===== src/rtl/calib_pulse_mon.sv =====
// Calibration pulse monitor: per-channel synchronised edge counting and pulse-width capture,
// plus a shared trigger strobe with a programmable dead-time after each trigger.
module calib_pulse_mon #(
  parameter int unsigned NCH     = 2,
  parameter int unsigned CNT_W   = 12,
  parameter int unsigned WID_W   = 8,
  parameter int unsigned SAT     = 0,
  parameter int unsigned HOLDOFF = 4
) (
  input  logic                   CLK40,
  input  logic                   RST_RESYNC,
  input  logic [NCH-1:0]         PLS_IN,
  input  logic [NCH-1:0]         EN,
  input  logic                   CLR,
  output logic [NCH*CNT_W-1:0]   PLSCNT,
  output logic [NCH*WID_W-1:0]   PLSWID,
  output logic [NCH-1:0]         OVF,
  output logic                   TRG_PULSE
);

  localparam int unsigned HO_W = 8;

  typedef enum logic [1:0] {IDLE, FIRE, HOLD} state_t;

  logic [NCH-1:0] s1, s2, s3;
  logic [NCH-1:0] rise, fall;
  state_t         state;
  logic [HO_W-1:0] hcnt;

  // Two-flop synchroniser plus history flop for edge detection
  always_ff @(posedge CLK40 or posedge RST_RESYNC) begin
    if (RST_RESYNC) begin
      s1 <= '0;
      s2 <= '0;
      s3 <= '0;
    end else begin
      s1 <= PLS_IN;
      s2 <= s1;
      s3 <= s2;
    end
  end

  assign rise = s2 & ~s3;
  assign fall = ~s2 & s3;

  for (genvar i = 0; i < NCH; i++) begin : g_ch
    logic [CNT_W-1:0] cnt;
    logic [WID_W-1:0] run;
    logic [WID_W-1:0] wid;
    logic             ovf;

    // Counter, running width and width capture; CLR outranks any same-cycle edge
    always_ff @(posedge CLK40 or posedge RST_RESYNC) begin
      if (RST_RESYNC) begin
        cnt <= '0;
        run <= '0;
        wid <= '0;
        ovf <= 1'b0;
      end else if (CLR) begin
        cnt <= '0;
        run <= '0;
        wid <= '0;
        ovf <= 1'b0;
      end else begin
        if (rise[i] && EN[i]) begin
          if (&cnt) begin
            ovf <= 1'b1;
            if (SAT == 0) cnt <= '0;
          end else begin
            cnt <= cnt + CNT_W'(1);
          end
        end
        if (rise[i]) begin
          run <= WID_W'(1);
        end else if (s2[i] && !(&run)) begin
          run <= run + WID_W'(1);
        end
        if (fall[i]) wid <= run;
      end
    end

    assign PLSCNT[i*CNT_W +: CNT_W] = cnt;
    assign PLSWID[i*WID_W +: WID_W] = wid;
    assign OVF[i]                   = ovf;
  end

  // Trigger FSM; the strobe is a registered decode of FIRE, one edge after entering it
  always_ff @(posedge CLK40 or posedge RST_RESYNC) begin
    if (RST_RESYNC) begin
      state     <= IDLE;
      hcnt      <= '0;
      TRG_PULSE <= 1'b0;
    end else begin
      TRG_PULSE <= (state == FIRE);
      case (state)
        IDLE: begin
          if (|(rise & EN)) state <= FIRE;
        end
        FIRE: begin
          if (HOLDOFF <= 1) begin
            state <= IDLE;
          end else begin
            state <= HOLD;
            hcnt  <= HO_W'(HOLDOFF - 1);
          end
        end
        HOLD: begin
          if (hcnt == '0) state <= IDLE;
          else            hcnt  <= hcnt - HO_W'(1);
        end
        default: state <= IDLE;
      endcase
    end
  end

endmodule


===== config.mk =====
export PLATFORM = sky130hd
export DESIGN_NAME = calib_pulse_mon
export DESIGN_NICKNAME = d
export VERILOG_FILES = /design/src/rtl/calib_pulse_mon.sv
export SDC_FILE = /design/constraint.sdc
export NUM_CORES = 1
export LEC_CHECK = 0
export CAP_MARGIN = 40
export CORE_MARGIN = 5
export CORE_UTILIZATION = 50
export DETAILED_ROUTE_END_ITERATION = 12
export GPL_TIMING_DRIVEN = 0
export PLACE_DENSITY_LB_ADDON = 0.05
export REMOVE_ABC_BUFFERS = 1
export SLEW_MARGIN = 10
export SYNTH_ARGS = -nofsm -noshare
export SYNTH_HDL_FRONTEND = slang
export SYNTH_SLANG_ARGS = --single-unit

===== constraint.sdc =====
create_clock -name CLK40 -period 3 [get_ports CLK40]
set_input_delay 0.6 -clock CLK40 [delete_from_list [all_inputs] [get_ports CLK40]]
set_output_delay 0.6 -clock CLK40 [all_outputs]
set_load 0.02 [all_outputs]

==> results of run 1 <==
-- worst max-delay path, delay by kind of cell --
family                 cells  cell delay (ns)
and+or+nand+nor            3             0.69
AOI/OAI and AO/OA          1             0.52
buffers and inverters      1             0.49
-- cell usage after synthesis, drive strengths merged (4+ instances only) --
cell type,count
dfrtp,75
nor2,51
nand2,21
mux2i,19
xor2,19
a21oi,18
inv,14
nand3,11
o21ai,10
buf,9
nand4,8
o211ai,8
and3,7
a211oi,6
and2,6
and4,6
clkbuf,6
o2111ai,6
or3,6
ha,5
nor3,5
a311oi,4
a31oi,4
-- metal layers --
| metal | wire [um] | vias up |
|---|---|---|
| li1 | - | 1346 |
| met1 | 3716 | 1305 |
| met2 | 3148 | 57 |
| met3 | 306 | 12 |
| met4 | 147 | 0 |
| met5 | 0 | - |
-- stage by stage --
| step | hold slack, ns | instance area, um2 |
|---|---|---|
| after floorplan | 0.3312 | 3548 |
| after global placement | 0.3314 | 4163 |
| after detailed placement | 0.3347 | 4188 |
| after CTS | 0.3528 | 4380 |
| after global routing | 0.3716 | 4380 |
| final | 0.3514 | 4380 |
-- worst paths after layout --
check                            from              end  slack (ns)  cells after the start
max                             EN[0]  g_ch[0].cnt[11]        0.92                      5
min                             s1[1]            s2[1]        0.35                      0
max reg2reg                     s2[0]  g_ch[0].cnt[11]        1.12                      4
min reg2reg                     s1[1]            s2[1]        0.35                      0
max in group asynchronous  RST_RESYNC          hcnt[4]        1.90                      3
min in group asynchronous  RST_RESYNC   g_ch[0].cnt[9]        0.55                      2
-- registers in the layout, indices dropped and copies added, names as in the netlist --
| register | count |
|---|---|
| TRG_PULSE | 1 |
| state | 2 |
| g_ch.wid | 16 |
| s2 | 2 |
| hcnt | 8 |
| g_ch.run | 16 |
| s3 | 2 |
| g_ch.ovf | 2 |
| g_ch.cnt | 24 |
| s1 | 2 |
-- cell type report --
| type | count | area, um2 | share of cell area [%] |
|---|---|---|---|
| clock inverters | 7 | 68.82 | 1.571 |
| clock buffers | 9 | 123.9 | 2.828 |
| multi-input cells | 247 | 1619 | 36.96 |
| flip-flops and latches | 75 | 1877 | 42.84 |
| well taps | 99 | 123.9 | 2.828 |
| repair buffers | 50 | 513.0 | 11.71 |
| inverters | 14 | 55.05 | 1.257 |
-- power breakdown --
| part | total (mW) | internal, mW | switching (mW) |
|---|---|---|---|
| Sequential | 1.15 | 1.07 | 0.0784 |
| Clock | 0.756 | 0.381 | 0.376 |
| Combinational | 0.282 | 0.118 | 0.164 |
-- cells by family after synthesis --
| group | Yosys count | share of synthesized area (%) |
|---|---|---|
| simple gates | 132 | 19.04 |
| mux | 19 | 5.232 |
| buf+inv | 29 | 3.821 |
| fa+ha+maj | 5 | 1.721 |
| compound gates | 70 | 13.49 |
| xor+xnor | 21 | 5.060 |
| flops | 75 | 51.64 |
==> reports/results.ini, run 1 <==
[clock_network]
ctsResizeCount=0
htreeDepth=3
path_clk_slew_ns=0.07
postCtsSetupRepairBufs=0
cts_tree=done
holdBufCountCts=0
cts_made_buffers=9
cts_buffer_depth=2
cts-root-buf=clkbuf_8
clock_latency_ns=0.35
cts.sinks=75

[sta]
worst_pin_slew_ns=0.8290
max_freq_mhz=480.2
period_share_pct=69.41
relSlewSlack_pct=44.73
finalSetupViolations=0
period_minus_slack_ns=2.082
setup_slack_ns=0.9177
finClkSkew_ns=0.01066
rsz0062_at_grt=no
slew_viol_final=0
finalHoldViolCount=0
fin_tns_setup_ns=0

[floorplanning]
die_h_um=95.26
fp-row-count=31
io-pin-count=50
die_area_um2=9074
core_um2=7176
die_x_um=95.26
initial_utilization_pct=50.65

[logic_synthesis]
ys_ff_latch=75
synth_area_leaders=dfrtp_1 (52%), mux2i_1 (5.2%), nor2_1 (5.2%)
yosys.area.top_type_share_pct=51.64
yosysTopAreaCell=dfrtp_1
ys_warn_count=0
synth_cell_types=51
ys.flop_type=dfrtp_1
netlist_area_um2=3635
syn_inst=351
synthArstFlopShare_pct=100.0
synth_edf_count=0
yosysSeqAreaShare_pct=51.64
syn_area_per_cell_um2=10.36

[setup_path]
crit_fanout=11
cp-end-kind=flip-flop
max_stage_delay_ns=0.52
critPathKind=in -> reg
crit_path_top_delay_cell=o21bai_1
arrival_ns=2.29
cp.required_ns=3.21
crit_chain=clkdlybuf4s50_1 > and3b_1 > nand3_4 > o21bai_1 > nor2_1
start_kind=primary input

[global_route]
gr-max-usage-layer=met2
grtUsageMet3_pct=3.157
grt_remaining_overflow=0
grt_usage_pct=17.95
gr-usage-met2_pct=26.30
grt_pass1_vias=2642
grt_util_met1_pct=25.99
grt_max_degree=59
grt_antenna_before_repair=0
grt_pass1_wl_um=12710

[layout]
final_util_pct=61.05
areaGrowthSynthToFinish_pct=20.52
drive_gt1_share_pct=7.463
fin_nets=409
final_common_cell=dfrtp_1
finalNonFillerCells=501
num-fill-cells=613
final_cell_mix=dfrtp_1 (75), nor2_1 (50), clkdlybuf4s50_1 (48), nand2_1 (20)
n_antenna_cell=0

[placement]
place_ws_ns=0.5218
io_buffers=49
gp_routability_congestion=0.8450
placed_cells=485
dp_hpwl_um=5025

[route]
drt-total-wl_um=7319
post_drt_wl_per_cell_um=14.61
vias_per_cell=5.429
dr.pass1.iters=5
drtAntennaViolNets=0
num_vias=2720
drc=0
drtIter0Drc=95

[power_and_ir_drop]
p_leak_nw=1.922
irDropWorstVdd_uv=276.0
power_per_cell_area_nw_per_um2=500.0
power.total_mw=2.190

[flow_run]
cap_viol_max_count=0

[outcome]
status=finished clean

[min_path]
hold_path.class=reg -> reg

(Power assumes the default switching activity.)
==> run 2: changes to the inputs <==
--- a/config.mk
+++ b/config.mk
@@ -7,7 +7,7 @@
 export LEC_CHECK = 0
 export CAP_MARGIN = 40
 export CORE_MARGIN = 5
-export CORE_UTILIZATION = 50
+export CORE_UTILIZATION = 49
 export DETAILED_ROUTE_END_ITERATION = 12
 export GPL_TIMING_DRIVEN = 0
 export PLACE_DENSITY_LB_ADDON = 0.05
==> constraint.sdc (replaced) <==
create_clock -name CLK40 -period 1.9 [get_ports CLK40]
set_input_delay 0.38 -clock CLK40 [delete_from_list [all_inputs] [get_ports CLK40]]
set_output_delay 0.38 -clock CLK40 [all_outputs]
set_load 0.02 [all_outputs]
==> run 2 against run 1 <==
- die area increased by 1.8%
- setup slack got worse by 0.82 ns
- sequential share of layout area increased by 0.14 points
- power increased by 54%
- design area decreased by 0.31%
- critical path depth decreased by 4
- global-route usage decreased by 0.46 points
- register-to-register slack got worse by 0.99 ns
- non-clock buffer count unchanged
- hold slack improved by 0.0030 ns
- critical endpoint is now PLSCNT[14]
- largest power group unchanged
- via count increased by 2.5%
- combinational power increased by 58%
==> reports/results.ini, run 2 (synthesis results as in run 1) <==
[floorplanning]
initial_utilization_pct=50.11  ; was 50.65%
fp-row-count=31  ; unchanged
die_x_um=96.13  ; was 95.26 um
die_area_um2=9240  ; was 9074 um2
die_h_um=96.13  ; was 95.26 um
core_um2=7253  ; was 7176 um2
io-pin-count=50  ; unchanged

[clock_network]
postCtsSetupRepairBufs=0  ; unchanged
htreeDepth=3  ; unchanged
clock_latency_ns=0.34  ; was 0.35 ns
cts_made_buffers=9  ; unchanged
path_clk_slew_ns=0.07  ; about the same
cts_buffer_depth=2  ; unchanged
cts_tree=done  ; unchanged
cts-root-buf=clkbuf_8  ; unchanged
cts.sinks=75  ; unchanged

[global_route]
grt_usage_pct=17.49  ; was 17.95%
grt_remaining_overflow=0  ; unchanged
grt_max_degree=48  ; was 59
grt_antenna_before_repair=0  ; unchanged
grt_pass1_vias=2702  ; was 2642
grt_pass1_wl_um=12700  ; was 12710 um

[setup_path]
crit_path_top_delay_cell=clkdlybuf4s50_1  ; was o21bai_1
r2r_slack_ns=0.13  ; was 1.12 ns
arrival_ns=1.42  ; was 2.29 ns
crit_fanout=6  ; was 11
max_stage_delay_ns=0.64  ; was 0.52 ns
reg2regPathDepth=6  ; was 4
crit_cells=1  ; was 5
cp-end-kind=output port  ; was flip-flop
critPathTopFamily=buffers and inverters  ; was simple AND/OR/NAND/NOR gates
setup.worst_path.start=g_ch[1].cnt[2]  ; was EN[0]
r2r-end=hcnt[7]  ; was g_ch[0].cnt[11]
crit_chain=clkdlybuf4s50_1  ; was clkdlybuf4s50_1 > and3b_1 > nand3_4 > o21bai_1 > nor2_1
critPathKind=reg -> out  ; was in -> reg
start_kind=flip-flop  ; was primary input
cp.required_ns=1.52  ; was 3.21 ns
r2r_start=hcnt[0]  ; was s2[0]
endpoint=PLSCNT[14]  ; was g_ch[0].cnt[11]
worst-path-buf-inv=1  ; unchanged

[layout]
largest_registers=g_ch.cnt (24), g_ch.run (16), g_ch.wid (16)  ; unchanged
final_common_cell=dfrtp_1  ; unchanged
n_antenna_cell=0  ; unchanged
num-fill-cells=634  ; was 613
drive_gt1_share_pct=7.463  ; unchanged
largest_register_ffs=24  ; unchanged
final_util_pct=60.20  ; was 61.05%
multi_input_area_um2=1625  ; was 1619 um2
fin_area_um2=4367  ; was 4380 um2
areaGrowthSynthToFinish_pct=20.14  ; was 20.52%
final_cell_mix=dfrtp_1 (75), nor2_1 (50), clkdlybuf4s50_1 (48), nand2_1 (20)  ; unchanged
finalNonFillerCells=501  ; unchanged
regMostFlops=g_ch.cnt  ; unchanged
fin_nets=409  ; unchanged
regArea_um2=1877  ; unchanged

[route]
drt-total-wl_um=7378  ; was 7319 um
num_vias=2789  ; was 2720
drc=0  ; unchanged
drtIter0Drc=121  ; was 95
dr.pass1.iters=4  ; was 5
vias_per_cell=5.567  ; was 5.429
post_drt_wl_per_cell_um=14.73  ; was 14.61 um
drtAntennaViolNets=0  ; unchanged

[sta]
worst_pin_slew_ns=0.8393  ; was 0.8290 ns
finalSetupViolations=0  ; unchanged
period_minus_slack_ns=1.805
rsz0062_at_grt=no  ; unchanged
period_share_pct=94.98
finalHoldViolCount=0  ; unchanged
max_freq_mhz=554.1
finClkSkew_ns=0.008309  ; was 0.01066 ns
relSlewSlack_pct=44.04  ; was 44.73%
setup_slack_ns=0.09536  ; was 0.9177 ns
slew_viol_final=0  ; unchanged

[power_and_ir_drop]
irDropWorstVdd_uv=499.4  ; was 276.0 uV
swShare_pct=27.98  ; was 28.24%
power_per_cell_area_nw_per_um2=771.2  ; was 500.0 nW/um2
seqPwrFrac_pct=54.0  ; was 52.6%
p_leak_nw=1.919  ; was 1.922 nW
clkPwrFrac_pct=32.7  ; was 34.5%
comb_power_share_pct=13.2  ; was 12.9%
p_switching_uw=942.2  ; was 618.5 uW
p_int_mw=2.425  ; was 1.572 mW

[placement]
io_buffers=49  ; unchanged
dp_hpwl_um=5103  ; was 5025 um
gp_routability_congestion=0.8764  ; was 0.8450
placed_area_um2=4188  ; unchanged
placed_cells=485  ; unchanged
place_ws_ns=-0.3014  ; was 0.5218 ns

[flow_run]
cap_viol_max_count=0  ; unchanged

[outcome]
status=finished clean  ; unchanged

[min_path]
hold_path.class=reg -> reg  ; unchanged

[run 2: cell types whose count changed in the layout (fill, tap and decap cells not counted)]
cell,before,now
clkbuf_1,0,3
and3b_1,2,0
clkbuf_8,9,11
bufinv_16,1,0
clkinv_4,1,0
clkinv_2,3,2
o21bai_1,2,1
o21bai_2,0,1
and3b_2,0,2
clkinvlp_4,2,0
[run 2: what timing repair did]
item                                    4_1_cts  5_1_grt
gates resized for setup                       0        3
endpoints found under the setup margin        0       13
hold buffers                                  0        0
[run 2: per-stage QoR]
step	hold WS [ns]	setup TNS, ns	power, mW
floorplan	0.3312	-29.25	2.151
CTS	0.3562	0	3.400
finish	0.3543	0	3.368
global route	0.3690	0	3.547
global placement	0.3330	-155.79	2.276
detailed placement	0.3426	-3.346	2.300
[run 2: worst min path at each step]
stage	endpoint	slack, ns	startpoint	depth (start not counted)
final	s2[1]	0.35	s1[1]	0
after floorplan	s2[0]	0.33	s1[0]	0
after detailed placement	s2[1]	0.34	s1[1]	0
after global routing	s2[1]	0.37	s1[1]	0
after CTS	s2[1]	0.36	s1[1]	0
after global placement	s2[1]	0.33	s1[1]	0
[run 2: power groups by stage]
stage	sequential, mW	combinational, mW	clock, mW
floorplan	1.83	0.322	0
global placement	1.84	0.433	0
detailed placement	1.85	0.450	0
CTS	1.82	0.452	1.13
global route	1.84	0.501	1.20
finish	1.82	0.445	1.10
[run 2: layer usage]
layer  share of wire, %  global-route usage [%]
met2                 45                   26.80
met1                 50                   23.56
met4               0.64                   7.227
met3                4.9                   4.457
met5                  0                       0
[run 2: layout make-up]
type                    count  area share, %
well taps                  99          2.837
inverters                  14          1.261
multi-input cells         247          37.22
flip-flops and latches     75          42.98
clock inverters             2         0.2292
repair buffers             50          11.75
clock buffers              14          3.725
